===== src/rtl/branch_pkg.sv =====
`default_nettype none
// ============================================================================
// branch_pkg : opcodes, condition codes, flag struct and FSM states for the
//              LEGv8 branch-resolution block.
// Rev 1.0
// ============================================================================
package branch_pkg;

  localparam logic [5:0] OP_B     = 6'b000101;
  localparam logic [5:0] OP_BL    = 6'b100101;
  localparam logic [7:0] OP_BCOND = 8'b0101_0100;
  localparam logic [7:0] OP_CBZ   = 8'b1011_0100;
  localparam logic [7:0] OP_CBNZ  = 8'b1011_0101;

  typedef enum logic [3:0] {
    EQ, NE, HS, LO, MI, PL, VS, VC,
    HI, LS, GE, LT, GT, LE, AL, NV
  } cond_t;

  typedef struct packed {
    logic n;
    logic z;
    logic c;
    logic v;
  } nzcv_t;

  typedef enum logic [0:0] {
    IDLE  = 1'b0,
    FLUSH = 1'b1
  } state_t;

endpackage
`default_nettype wire


===== src/rtl/branch_ctrl_cond_eval.sv =====
`default_nettype none
// ============================================================================
// cond_eval : combinational B.cond evaluation of a condition code against NZCV.
// Rev 1.0
// ============================================================================
module cond_eval
  import branch_pkg::*;
(
  input  cond_t cond_i,
  input  nzcv_t flags_i,
  output logic  taken_o
);

  logic w_ge;
  logic w_gt;
  logic w_hi;

  assign w_ge = (flags_i.n == flags_i.v);
  assign w_gt = !flags_i.z && w_ge;
  assign w_hi = flags_i.c && !flags_i.z;

  always_comb begin
    taken_o = 1'b0;
    case (cond_i)
      EQ: taken_o = flags_i.z;
      NE: taken_o = !flags_i.z;
      HS: taken_o = flags_i.c;
      LO: taken_o = !flags_i.c;
      MI: taken_o = flags_i.n;
      PL: taken_o = !flags_i.n;
      VS: taken_o = flags_i.v;
      VC: taken_o = !flags_i.v;
      HI: taken_o = w_hi;
      LS: taken_o = !w_hi;
      GE: taken_o = w_ge;
      LT: taken_o = !w_ge;
      GT: taken_o = w_gt;
      LE: taken_o = !w_gt;
      default: taken_o = 1'b1;
    endcase
  end

endmodule
`default_nettype wire


===== src/rtl/branch_ctrl.sv =====
`default_nettype none
// ============================================================================
// branch_ctrl : LEGv8 branch decode/resolve with NZCV register and flush FSM.
//               Optional BRANCH_STATS_EN adds branch / taken counters.
// Rev 1.0
// ============================================================================
module branch_ctrl
  import branch_pkg::*;
#(
  parameter int FLUSH_CYCLES = 1
) (
  input  logic        clk,
  input  logic        reset,
  input  logic        instr_valid,
  input  logic [31:0] instr,
  input  logic        set_flags,
  input  logic [3:0]  alu_flags,
  input  logic        cbz_zero,
  output logic        uncondBr,
  output logic        brTaken,
  output logic [18:0] condAddr19,
  output logic [25:0] brAddr26,
`ifdef BRANCH_STATS_EN
  output logic [31:0] br_count,
  output logic [31:0] taken_count,
`endif
  output logic        flush
);

  localparam logic [2:0] CNT_INIT = 3'(FLUSH_CYCLES - 1);

  state_t      state_q, state_d;
  logic [2:0]  cnt_q, cnt_d;
  nzcv_t       nzcv_q, nzcv_d;
  logic        uncond_q, uncond_d;
  logic        taken_q, taken_d;
  logic [18:0] c19_q, c19_d;
  logic [25:0] a26_q, a26_d;

  logic w_accept;
  logic w_is_b;
  logic w_is_bcond;
  logic w_is_cbz;
  logic w_is_cbnz;
  logic w_is_br;
  logic w_cond_taken;
  logic w_taken;

  // Condition is evaluated on the registered flags, so a same-cycle
  // flag update never influences the decision.
  cond_eval u_cond_eval (
    .cond_i  (cond_t'(instr[3:0])),
    .flags_i (nzcv_q),
    .taken_o (w_cond_taken)
  );

  assign w_accept   = instr_valid && (state_q == IDLE);
  assign w_is_b     = (instr[31:26] == OP_B) || (instr[31:26] == OP_BL);
  assign w_is_bcond = (instr[31:24] == OP_BCOND);
  assign w_is_cbz   = (instr[31:24] == OP_CBZ);
  assign w_is_cbnz  = (instr[31:24] == OP_CBNZ);
  assign w_is_br    = w_is_b || w_is_bcond || w_is_cbz || w_is_cbnz;
  assign w_taken    = w_is_b || (w_is_bcond && w_cond_taken) ||
                      (w_is_cbz && cbz_zero) || (w_is_cbnz && !cbz_zero);

  always_comb begin
    state_d  = state_q;
    cnt_d    = cnt_q;
    nzcv_d   = nzcv_q;
    c19_d    = c19_q;
    a26_d    = a26_q;
    taken_d  = w_accept && w_is_br && w_taken;
    uncond_d = w_accept && w_is_b;

    if (w_accept && set_flags) begin
      nzcv_d = nzcv_t'(alu_flags);
    end
    if (w_accept && w_is_br) begin
      c19_d = instr[23:5];
      a26_d = instr[25:0];
    end

    case (state_q)
      IDLE: begin
        if (taken_d) begin
          state_d = FLUSH;
          cnt_d   = CNT_INIT;
        end
      end
      FLUSH: begin
        if (cnt_q == 3'd0) begin
          state_d = IDLE;
        end else begin
          cnt_d = cnt_q - 3'd1;
        end
      end
      default: state_d = IDLE;
    endcase
  end

  always_ff @(posedge clk) begin
    if (reset) begin
      state_q  <= IDLE;
      cnt_q    <= 3'd0;
      nzcv_q   <= '0;
      uncond_q <= 1'b0;
      taken_q  <= 1'b0;
      c19_q    <= '0;
      a26_q    <= '0;
    end else begin
      state_q  <= state_d;
      cnt_q    <= cnt_d;
      nzcv_q   <= nzcv_d;
      uncond_q <= uncond_d;
      taken_q  <= taken_d;
      c19_q    <= c19_d;
      a26_q    <= a26_d;
    end
  end

  assign uncondBr   = uncond_q;
  assign brTaken    = taken_q;
  assign condAddr19 = c19_q;
  assign brAddr26   = a26_q;
  assign flush      = (state_q == FLUSH);

`ifdef BRANCH_STATS_EN
  logic [31:0] br_cnt_q, br_cnt_d;
  logic [31:0] tk_cnt_q, tk_cnt_d;

  assign br_cnt_d = br_cnt_q + {31'd0, (w_accept && w_is_br)};
  assign tk_cnt_d = tk_cnt_q + {31'd0, taken_d};

  always_ff @(posedge clk) begin
    if (reset) begin
      br_cnt_q <= '0;
      tk_cnt_q <= '0;
    end else begin
      br_cnt_q <= br_cnt_d;
      tk_cnt_q <= tk_cnt_d;
    end
  end

  assign br_count    = br_cnt_q;
  assign taken_count = tk_cnt_q;
`endif

endmodule
`default_nettype wire


===== config.mk =====
export PLATFORM = sky130hd
export DESIGN_NAME = branch_ctrl
export DESIGN_NICKNAME = d
export VERILOG_FILES = /design/src/rtl/branch_pkg.sv /design/src/rtl/branch_ctrl_cond_eval.sv /design/src/rtl/branch_ctrl.sv
export SDC_FILE = /design/constraint.sdc
export NUM_CORES = 1
export LEC_CHECK = 0
export BUFFER_PORTS_ARGS = -buffer_cell sky130_fd_sc_hd__buf_2
export CAP_MARGIN = 20
export CORE_UTILIZATION = 40
export DETAILED_ROUTE_END_ITERATION = 16
export PLACE_DENSITY = 0.75
export SLEW_MARGIN = 20
export SYNTH_ARGS = -nofsm -noshare
export SYNTH_HDL_FRONTEND = slang
export SYNTH_SLANG_ARGS = --single-unit

===== constraint.sdc =====
create_clock -name clk -period 1.5 [get_ports clk]
set_clock_uncertainty 0.15 [all_clocks]
set_input_delay 0.225 -clock clk [delete_from_list [all_inputs] [get_ports clk]]
set_output_delay 0.225 -clock clk [all_outputs]
set_load 0.005 [all_outputs]

**Yosys cells after proc, flatten, opt, wreduce, memory -nomap -nowiden**

Index checks and enable logic that the tools add are counted.

- Add/subtract/negate cells: 1
- Equal/unequal tests: 21
- Multiplexer cells: 7
- Bitwise gates (word level): 1
- Reductions and logical operators: 28

Operators with widths:

| cell | number |
|---|---|
| $eq A4 B4 Y1 const B | 6 |
| $eq A4 B3 Y1 const B | 4 |
| $eq A8 B8 Y1 const B | 2 |
| $pmux W1 S14 | 1 |
| $logic_and A1 B1 Y1 | 10 |
| $eq A4 B2 Y1 const B | 2 |
| $eq A8 B7 Y1 const B | 1 |
| $logic_not A1 Y1 | 8 |
| $logic_or A1 B1 Y1 | 7 |
| $eq A6 B3 Y1 const B | 1 |
| $eq A6 B6 Y1 const B | 1 |
| $mux W3 | 2 |
| $pmux W3 S2 | 1 |
| $eq A4 B1 Y1 const B | 1 |
| $logic_not A4 Y1 | 1 |
| $ne A2 B2 Y1 const B | 2 |
| $logic_not A3 Y1 | 1 |
| $sub A3 B1 Y3 const B | 1 |
| $mux W1 | 2 |
| $pmux W1 S2 | 1 |
| $reduce_and A2 Y1 | 1 |
| $eq A1 B1 Y1 | 1 |
| $not A1 Y1 | 1 |

- Register bits: 55
- Input port bits: 41
- Output and inout port bits: 48
- Word-level logic and storage cells: 68

**Logic depth before layout (Yosys ltp)**

Gate-level depths: netlist of run 1.

- Depth in word-level cells: 11
- Gate-level depth with buffers: 7
- Mapped depth without buffers: 6

**Modules after synthesis**

From an unflattened synthesis of run 1, not the netlist that was laid out.

- Cells, all modules: 213
- Area, all modules: 2015.7 um^2

By module, submodules not included:

| module | times used | cells each | area each (um^2) | seq. area each (um^2) |
|---|---|---|---|---|
| branch_ctrl | 1 | 189 | 1838.0 | 720.7 |
| cond_eval | 1 | 24 | 177.7 | 0.0 |

**Worst setup path after synthesis of run 1**

OpenSTA, ideal clock, no wires.

- Path kind: reg2reg
- From: reg state_q, in the netlist flush
- To: reg cnt_q[0]
- Setup time: 0.133 ns
- Arrival: 1.388 ns
- Path slack: -0.171 ns
- Stages on the path, launching flop included: 7
- Path buffers: 1
- Clock period less this slack: 1.671 ns
- Cells stage by stage: dfxtp_1 nor2b_1 nand4b_1 o21bai_1 buf_6 a311oi_2 o32ai_1

- Longest elaborated chain between the ends: 6
- Elaborated cells between the ends (all ways): 8

Ends and longest elaborated chain:

| element | RTL line | text |
|---|---|---|
| start: declaration | branch_ctrl.sv:32 | `state_t state_q, state_d;` |
| start signal: assignment | branch_ctrl.sv:111 | `state_q <= state_d;` |
| $not A1 Y1 | - |  |
| $logic_and A1 B1 Y1 | branch_ctrl.sv:57 | `assign w_accept = instr_valid && (state_q == IDLE);` |
| $logic_and A1 B1 Y1 (2 in series) | branch_ctrl.sv:72 | `taken_d = w_accept && w_is_br && w_taken;` |
| $ne A2 B2 Y1 (no source line) | - |  |
| $reduce_and A2 Y1 (no source line) | - |  |
| end signal: assignment | branch_ctrl.sv:112 | `cnt_q <= cnt_d;` |
| end: declaration | branch_ctrl.sv:33 | `logic [2:0] cnt_q, cnt_d;` |

Several ways; a longest one is shown, not always the timed one.
A chain may end at the register's enable or synchronous reset.

**Final worst setup path of run 1**

- From: reg nzcv_q[2] (netlist bit)
- To: reg cnt_q[2]

- Longest elaborated chain between the ends: 11
- Elaborated cells between the ends (all ways): 13

Ends and longest elaborated chain:

| element | RTL line | text |
|---|---|---|
| start: declaration | branch_ctrl.sv:34 | `nzcv_t nzcv_q, nzcv_d;` |
| start signal: assignment | branch_ctrl.sv:113 | `nzcv_q <= nzcv_d;` |
| $logic_not A1 Y1 | branch_ctrl_cond_eval.sv:19, branch_ctrl_cond_eval.sv:20, branch_ctrl_cond_eval.sv:26 |  |
| $logic_and A1 B1 Y1 (on tied branches) | branch_ctrl_cond_eval.sv:19, branch_ctrl_cond_eval.sv:20 |  |
| $logic_not A1 Y1 (on tied branches) | branch_ctrl_cond_eval.sv:38, branch_ctrl_cond_eval.sv:34 |  |
| $pmux W1 S14 * | branch_ctrl_cond_eval.sv:24 | `case (cond_i)` |
| $logic_and A1 B1 Y1 * | branch_ctrl.sv:63 | `assign w_taken = w_is_b \|\| (w_is_bcond && w_cond_taken) \|\|` |
| $logic_or A1 B1 Y1 * (2 in series) | branch_ctrl.sv:63 |  |
| $logic_or A1 B1 Y1 * | branch_ctrl.sv:64 | `(w_is_cbz && cbz_zero) \|\| (w_is_cbnz && !cbz_zero);` |
| $logic_and A1 B1 Y1 * | branch_ctrl.sv:72 |  |
| $ne A2 B2 Y1 (no source line) * | - |  |
| $reduce_and A2 Y1 (no source line) * | - |  |

Mark *: on every way between the ends. The rest lies on a longest branch, timed or not.

==> results.cfg, run 1 <==
[status]
status = finished, violations left
violations = setup timing

[synthesis]
synth_flop_cell = dfxtp_1
synth_area_per_cell_sq_um = 9.41
ys_types = 32
syn_area_sq_mm = 0.00172
yosysSeqAreaShare = 0.419
ys_ff_latch = 36
synth_top_cell_by_area = dfxtp_1
syn_inst = 183
synthTopCellsByArea = dfxtp_1, mux2i_1, buf_4
yosysTopAreaCellShare = 0.419
syn_nets = 226
synth-edff-count = 0
async_reset_ff_frac = 0
synth_warnings = 0

[final_layout]
final_cell_mix = buf_2, dfxtp_1, nor2_1, mux2i_1, buf_4
drive_gt1_frac = 0.515
final_common_cell = buf_2
final_area_sq_mm = 0.00254
fillers = 359
area_delta_synth_final_pct = 47.3
final_cells = 324
antennaDiodeCount = 0
nNetsFinal = 316

[grt]
track_usage = 0.175
grt_pass1_vias = 1345
antenna_found_initial = 0
grt_use_met3 = 0.0490
grt_max_degree = 18
grt_pass1_wl_um = 5940
grt-ovfl-total = 0
use_met2 = 0.309
use_met1 = 0.198
grt.busiest_layer = met2

[place]
port_buffers = 88
place_area_sq_mm = 0.00218
gp_congestion = 0.799
place_inst = 310
dp_hpwl_um = 2820

[routing]
wl_per_cell_um = 12.2
wirelength_um = 3960
first_pass_iters = 3
drt_iter0_drc = 42
route.detailed.drc = 0
ant_nets = 0
viasPerCell = 4.85
dr_total_vias = 1570

[setup_path]
cp-endpoint = cnt_q[2]$_SDFFE_PP0P_
slowest_delay_ns = 0.37
worst_setup_path_end_kind = flip-flop
crit_required_ns = 1.51
worstPathCellList = mux2i_2 -> xor2_1 -> or3_4 -> a311oi_4 -> o32ai_1
startpoint = nzcv_q[2]$_SDFFE_PP0P_
r2r-start = nzcv_q[2]$_SDFFE_PP0P_
critical_path_class = reg -> reg
r2r_end = cnt_q[2]$_SDFFE_PP0P_
rrSetupSlack_ns = -0.23
critPathMaxFanout = 4
critPathLaunchType = flip-flop
cp_slowest_cell = dfxtp_4
r2r_cells = 5
crit_arrival_ns = 1.74

[timing]
drv_slew = 0
rsz0062_at_grt = yes
min_period_ns = 1.73
fmax_ghz = 0.577
slew_headroom = 0.754
finalSetupTns_ns = -4.07
setup_ws_ns = -0.233
fin_crit_sh = 1.16
max_slew.worst_pin.slew_ns = 0.367
setup_viol = 30
finalHoldViolations = 0
whs_ns = 0.0189

[cts]
clock_latency_ns = 0.29
cts.sinks = 36
cts_hold_buf = 0
cts_tree = done
cts_root_buf = clkbuf_8
clk_pin_slew_worst_paths_ns = 0.08
htreeDepth = 2
cts_made_buffers = 5
clockBufferDepth = 2

[pwr]
finalPower_mw = 2.07
power_density_mw_per_mm2 = 816
ir_drop_v = 0.000500
p_leak_nw = 1.40

[floorplanning]
die_height_um = 67.6
dieArea_sq_mm = 0.00457
die_w_um = 67.6
io_pins = 89
initial_core_util = 0.424
std_cell_rows = 23
core_area_sq_mm = 0.00406

[hold_path]
min_path_type = in -> reg

[flow_run]
cap_viol_max_count = 0
## per-layer routing
metal / share of wire / vias up
met5: 0 / -
met4: 0.0073 / 0
met3: 0.069 / 5
met2: 0.50 / 63
met1: 0.42 / 720
li1: - / 782
## metrics by stage
stage,util,setup WS (ns)
CTS,0.614,-0.265
floorplan,-,-0.0912
global route,0.625,-0.319
finish,0.625,-0.233
global placement,0.537,-0.243
detailed placement,0.537,-0.371
## where the power goes
part | switching (mW) | internal, mW | leakage [nW]
Combinational | 0.118 | 0.135 | 1.05
Sequential | 0.0114 | 0.967 | 0.294
Clock | 0.345 | 0.493 | 0.0552
## worst min-delay path by stage
| stage | slack, ns | start | endpoint | depth (start not counted) |
|---|---|---|---|---|
| after floorplan | 0.15 | instr[30] | uncondBr$_SDFF_PP0_ | 1 |
| after global placement | 0.30 | instr[4] | brAddr26[4]$_SDFFE_PP0P_ | 3 |
| after detailed placement | 0.31 | instr[11] | condAddr19[6]$_SDFFE_PP0P_ | 3 |
| after CTS | 0.01 | instr[11] | condAddr19[6]$_SDFFE_PP0P_ | 3 |
| after global routing | 0.01 | instr[11] | condAddr19[6]$_SDFFE_PP0P_ | 3 |
| final | 0.02 | alu_flags[2] | nzcv_q[2]$_SDFFE_PP0P_ | 3 |
## timing repair
action                     in CTS  in global routing
setup endpoints to repair      30                 31
resized for setup              23                  8
setup buffers                   2                  2
cloned                          3                  0
pin swaps                       9                 11
## registers in the layout, summed over array words and instances (netlist names)
register    count
brAddr26        8
condAddr19     18
cnt_q           3
flush           1
nzcv_q          4
brTaken         1
uncondBr        1
## kinds of logic (layout without fill, tap and decap cells)
group | after synthesis | in the layout | share of synthesized area
XOR/XNOR | 6 | 6 | 0.0305
multiplexers | 27 | 27 | 0.157
buffers and inverters | 34 | 125 | 0.134
flip-flops | 36 | 36 | 0.419
AND/OR/NAND/NOR | 58 | 58 | 0.164
AO/OA/AOI/OAI | 20 | 20 | 0.0814
adder cells (fa/ha/maj) | 2 | 2 | 0.0145
## synth_stat cells (all sizes together) (2+ instances only)
cell type and n:
a21oi 8, buf 24, clkbuf 5, dfxtp 36, ha 2, inv 5
mux2i 27, nand2 6, nand2b 4, nand3 4, nand3b 3, nor2 30
nor2b 2, nor4 2, o21ai 4, o32ai 3, or3 3, xnor2 2
xor2 4
## worst max-delay path: cells and delay by family (launching register included)
| kind | cells | cell delay [ns] |
|---|---|---|
| flops | 1 | 0.37 |
| compound gates | 2 | 0.45 |
| simple gates | 1 | 0.36 |
| xor+xnor | 1 | 0.09 |
| mux | 1 | 0.17 |
## final cells by class
type                            count  area [sq um]  area share
Multi-Input combinational cell    113           893       0.352
Sequential cell                    36           732       0.289
Timing Repair Buffer              112           722       0.285
Clock buffer                        6          72.6      0.0286
Tap cell                           50          62.6      0.0247
Clock inverter                      2          35.0      0.0138
Inverter                            5          18.8     0.00740
Note: power is estimated with default switching activity, not from simulation.
==> run 2, diff against run 1 <==
==> constraint.sdc (replaced) <==
create_clock -name clk -period 1.5 [get_ports clk]
set_clock_uncertainty 0.15 [all_clocks]
set_input_delay 0.15 -clock clk [delete_from_list [all_inputs] [get_ports clk]]
set_output_delay 0.15 -clock clk [all_outputs]
set_load 0.005 [all_outputs]
==> results.cfg, run 2 (synthesis gave the netlist of run 1 again) <==
[pwr]
p_leak_nw = 1.43
power_density_mw_per_mm2 = 789
finalPower_mw = 2.08
ir_drop_v = 0.000688

[timing]
finalHoldViolations = 0
rsz0062_at_grt = yes
drv_slew = 0
setup_viol = 25
max_slew.worst_pin.slew_ns = 0.381
slew_headroom = 0.745
fin_crit_sh = 1.12
fmax_ghz = 0.593
setup_ws_ns = -0.186
finalSetupTns_ns = -1.30
min_period_ns = 1.69

[flow_run]
cap_viol_max_count = 0

[place]
dp_hpwl_um = 2710
gp_congestion = 0.791
place_area_sq_mm = 0.00217
port_buffers = 88

[floorplanning]
die_w_um = 67.6
io_pins = 89
initial_core_util = 0.424
core_area_sq_mm = 0.00406
std_cell_rows = 23
dieArea_sq_mm = 0.00457
die_height_um = 67.6

[hold_path]
hold_depth = 3
min_path_type = in -> reg

[routing]
drt_iter0_drc = 58
viasPerCell = 4.71
route.detailed.drc = 0
wl_per_cell_um = 12.6
wirelength_um = 4350
dr_total_vias = 1629
ant_nets = 0
first_pass_iters = 4

[final_layout]
final_common_cell = buf_2
final_cell_mix = buf_2, dfxtp_1, nor2_1, dlygate4sd3_1, mux2i_1
area_delta_synth_final_pct = 53.3
final_area_sq_mm = 0.00264
antennaDiodeCount = 0
drive_gt1_frac = 0.432
largest_reg_flops = 18
nNetsFinal = 338
fin_util = 0.651

[grt]
grt_use_met3 = 0.0574
grt_pass1_vias = 1483
use_met2 = 0.370
grt-ovfl-total = 0
track_usage = 0.193
antenna_found_initial = 0
grt_pass1_wl_um = 6580
use_met1 = 0.204
grt.busiest_layer = met2
grt_max_degree = 23

[setup_path]
critPathMaxFanout = 5
r2r_end = cnt_q[2]$_SDFFE_PP0P_
crit_arrival_ns = 1.69
r2r-start = nzcv_q[2]$_SDFFE_PP0P_
r2r_cells = 5
worst_setup_path_end_kind = flip-flop
critical_path_class = reg -> reg
cp-endpoint = cnt_q[2]$_SDFFE_PP0P_
rrSetupSlack_ns = -0.19
startpoint = nzcv_q[2]$_SDFFE_PP0P_
crit_required_ns = 1.51
critPathLaunchType = flip-flop

[cts]
cts_root_buf = clkbuf_8
cts_made_buffers = 5
clk_pin_slew_worst_paths_ns = 0.07
cts_tree = done
clockBufferDepth = 2
htreeDepth = 2
clock_latency_ns = 0.28
cts.sinks = 36

[status]
status = finished, violations left
violations = setup timing
-- run 2: changes by cell type in the layout (fill, tap and decap cells not counted), sizes merged --
| cell | previous run | this run |
|---|---|---|
| dlygate4sd3 | 0 | 27 |
| buf | 112 | 105 |
| clkbuf | 6 | 7 |
| clkinvlp | 0 | 1 |
-- run 2: timing repair --
item                                    CTS  global route
setup buffers                             0             1
gates cloned                              2             1
hold buffers                             27             0
gates resized for setup                   2             8
endpoints found under the hold margin    26             0
pin swaps                                 3             7
endpoints found under the setup margin   15            31
-- run 2: area by class of cell --
type	instances	area [sq um]
repair buffers	134	912
clock inverters	3	42.5
fillers	324	1420
flip-flops and latches	36	728
multi-input cells	113	807
well taps	50	62.6
clock buffers	5	68.8
inverters	5	18.8
-- run 2: metal layers --
layer / wire [um] / vias to the layer above / share of wire
met2: 2300 / 62 / 0.53
li1: - / 830 / -
met5: 0 / - / 0
met1: 1720 / 735 / 0.40
met3: 315 / 2 / 0.072
met4: 14 / 0 / 0.0032
-- run 2: report_power, final --
part | total, mW | switching, mW | internal [mW]
sequential | 0.978 | 0.0105 | 0.968
combinational | 0.272 | 0.112 | 0.160
clock | 0.833 | 0.342 | 0.492
total | 2.08 | 0.464 | 1.62
-- run 2: worst min-delay path by stage --
stage | end | slack (ns) | from
2_1_floorplan | uncondBr$_SDFF_PP0_ | 0.08 | instr[30]
3_3_place_gp | uncondBr$_SDFF_PP0_ | 0.20 | instr[30]
3_5_place_dp | uncondBr$_SDFF_PP0_ | 0.20 | instr[30]
4_1_cts | nzcv_q[0]$_SDFFE_PP0P_ | 0.001 | set_flags
5_1_grt | nzcv_q[2]$_SDFFE_PP0P_ | 0.01 | set_flags
6_report | uncondBr$_SDFF_PP0_ | 0.007 | instr[27]
-- run 2: worst max-delay path: stages, from the launching register on --
cell      delay (ns)
dfxtp_4         0.36
mux2i_2         0.16
xor2_1          0.09
or3_1           0.34
a311oi_2        0.35
o32ai_1         0.11
-- run 2: stage by stage --
| step | hold WS [ns] | setup WS [ns] | std cells |
|---|---|---|---|
| after floorplan | 0.0777 | -0.0618 | 183 |
| after global placement | 0.195 | -0.177 | 307 |
| after detailed placement | 0.197 | -0.207 | 307 |
| after CTS | 0.00139 | -0.182 | 344 |
| after global routing | 0.0116 | -0.275 | 346 |
| final | 0.00727 | -0.186 | 346 |
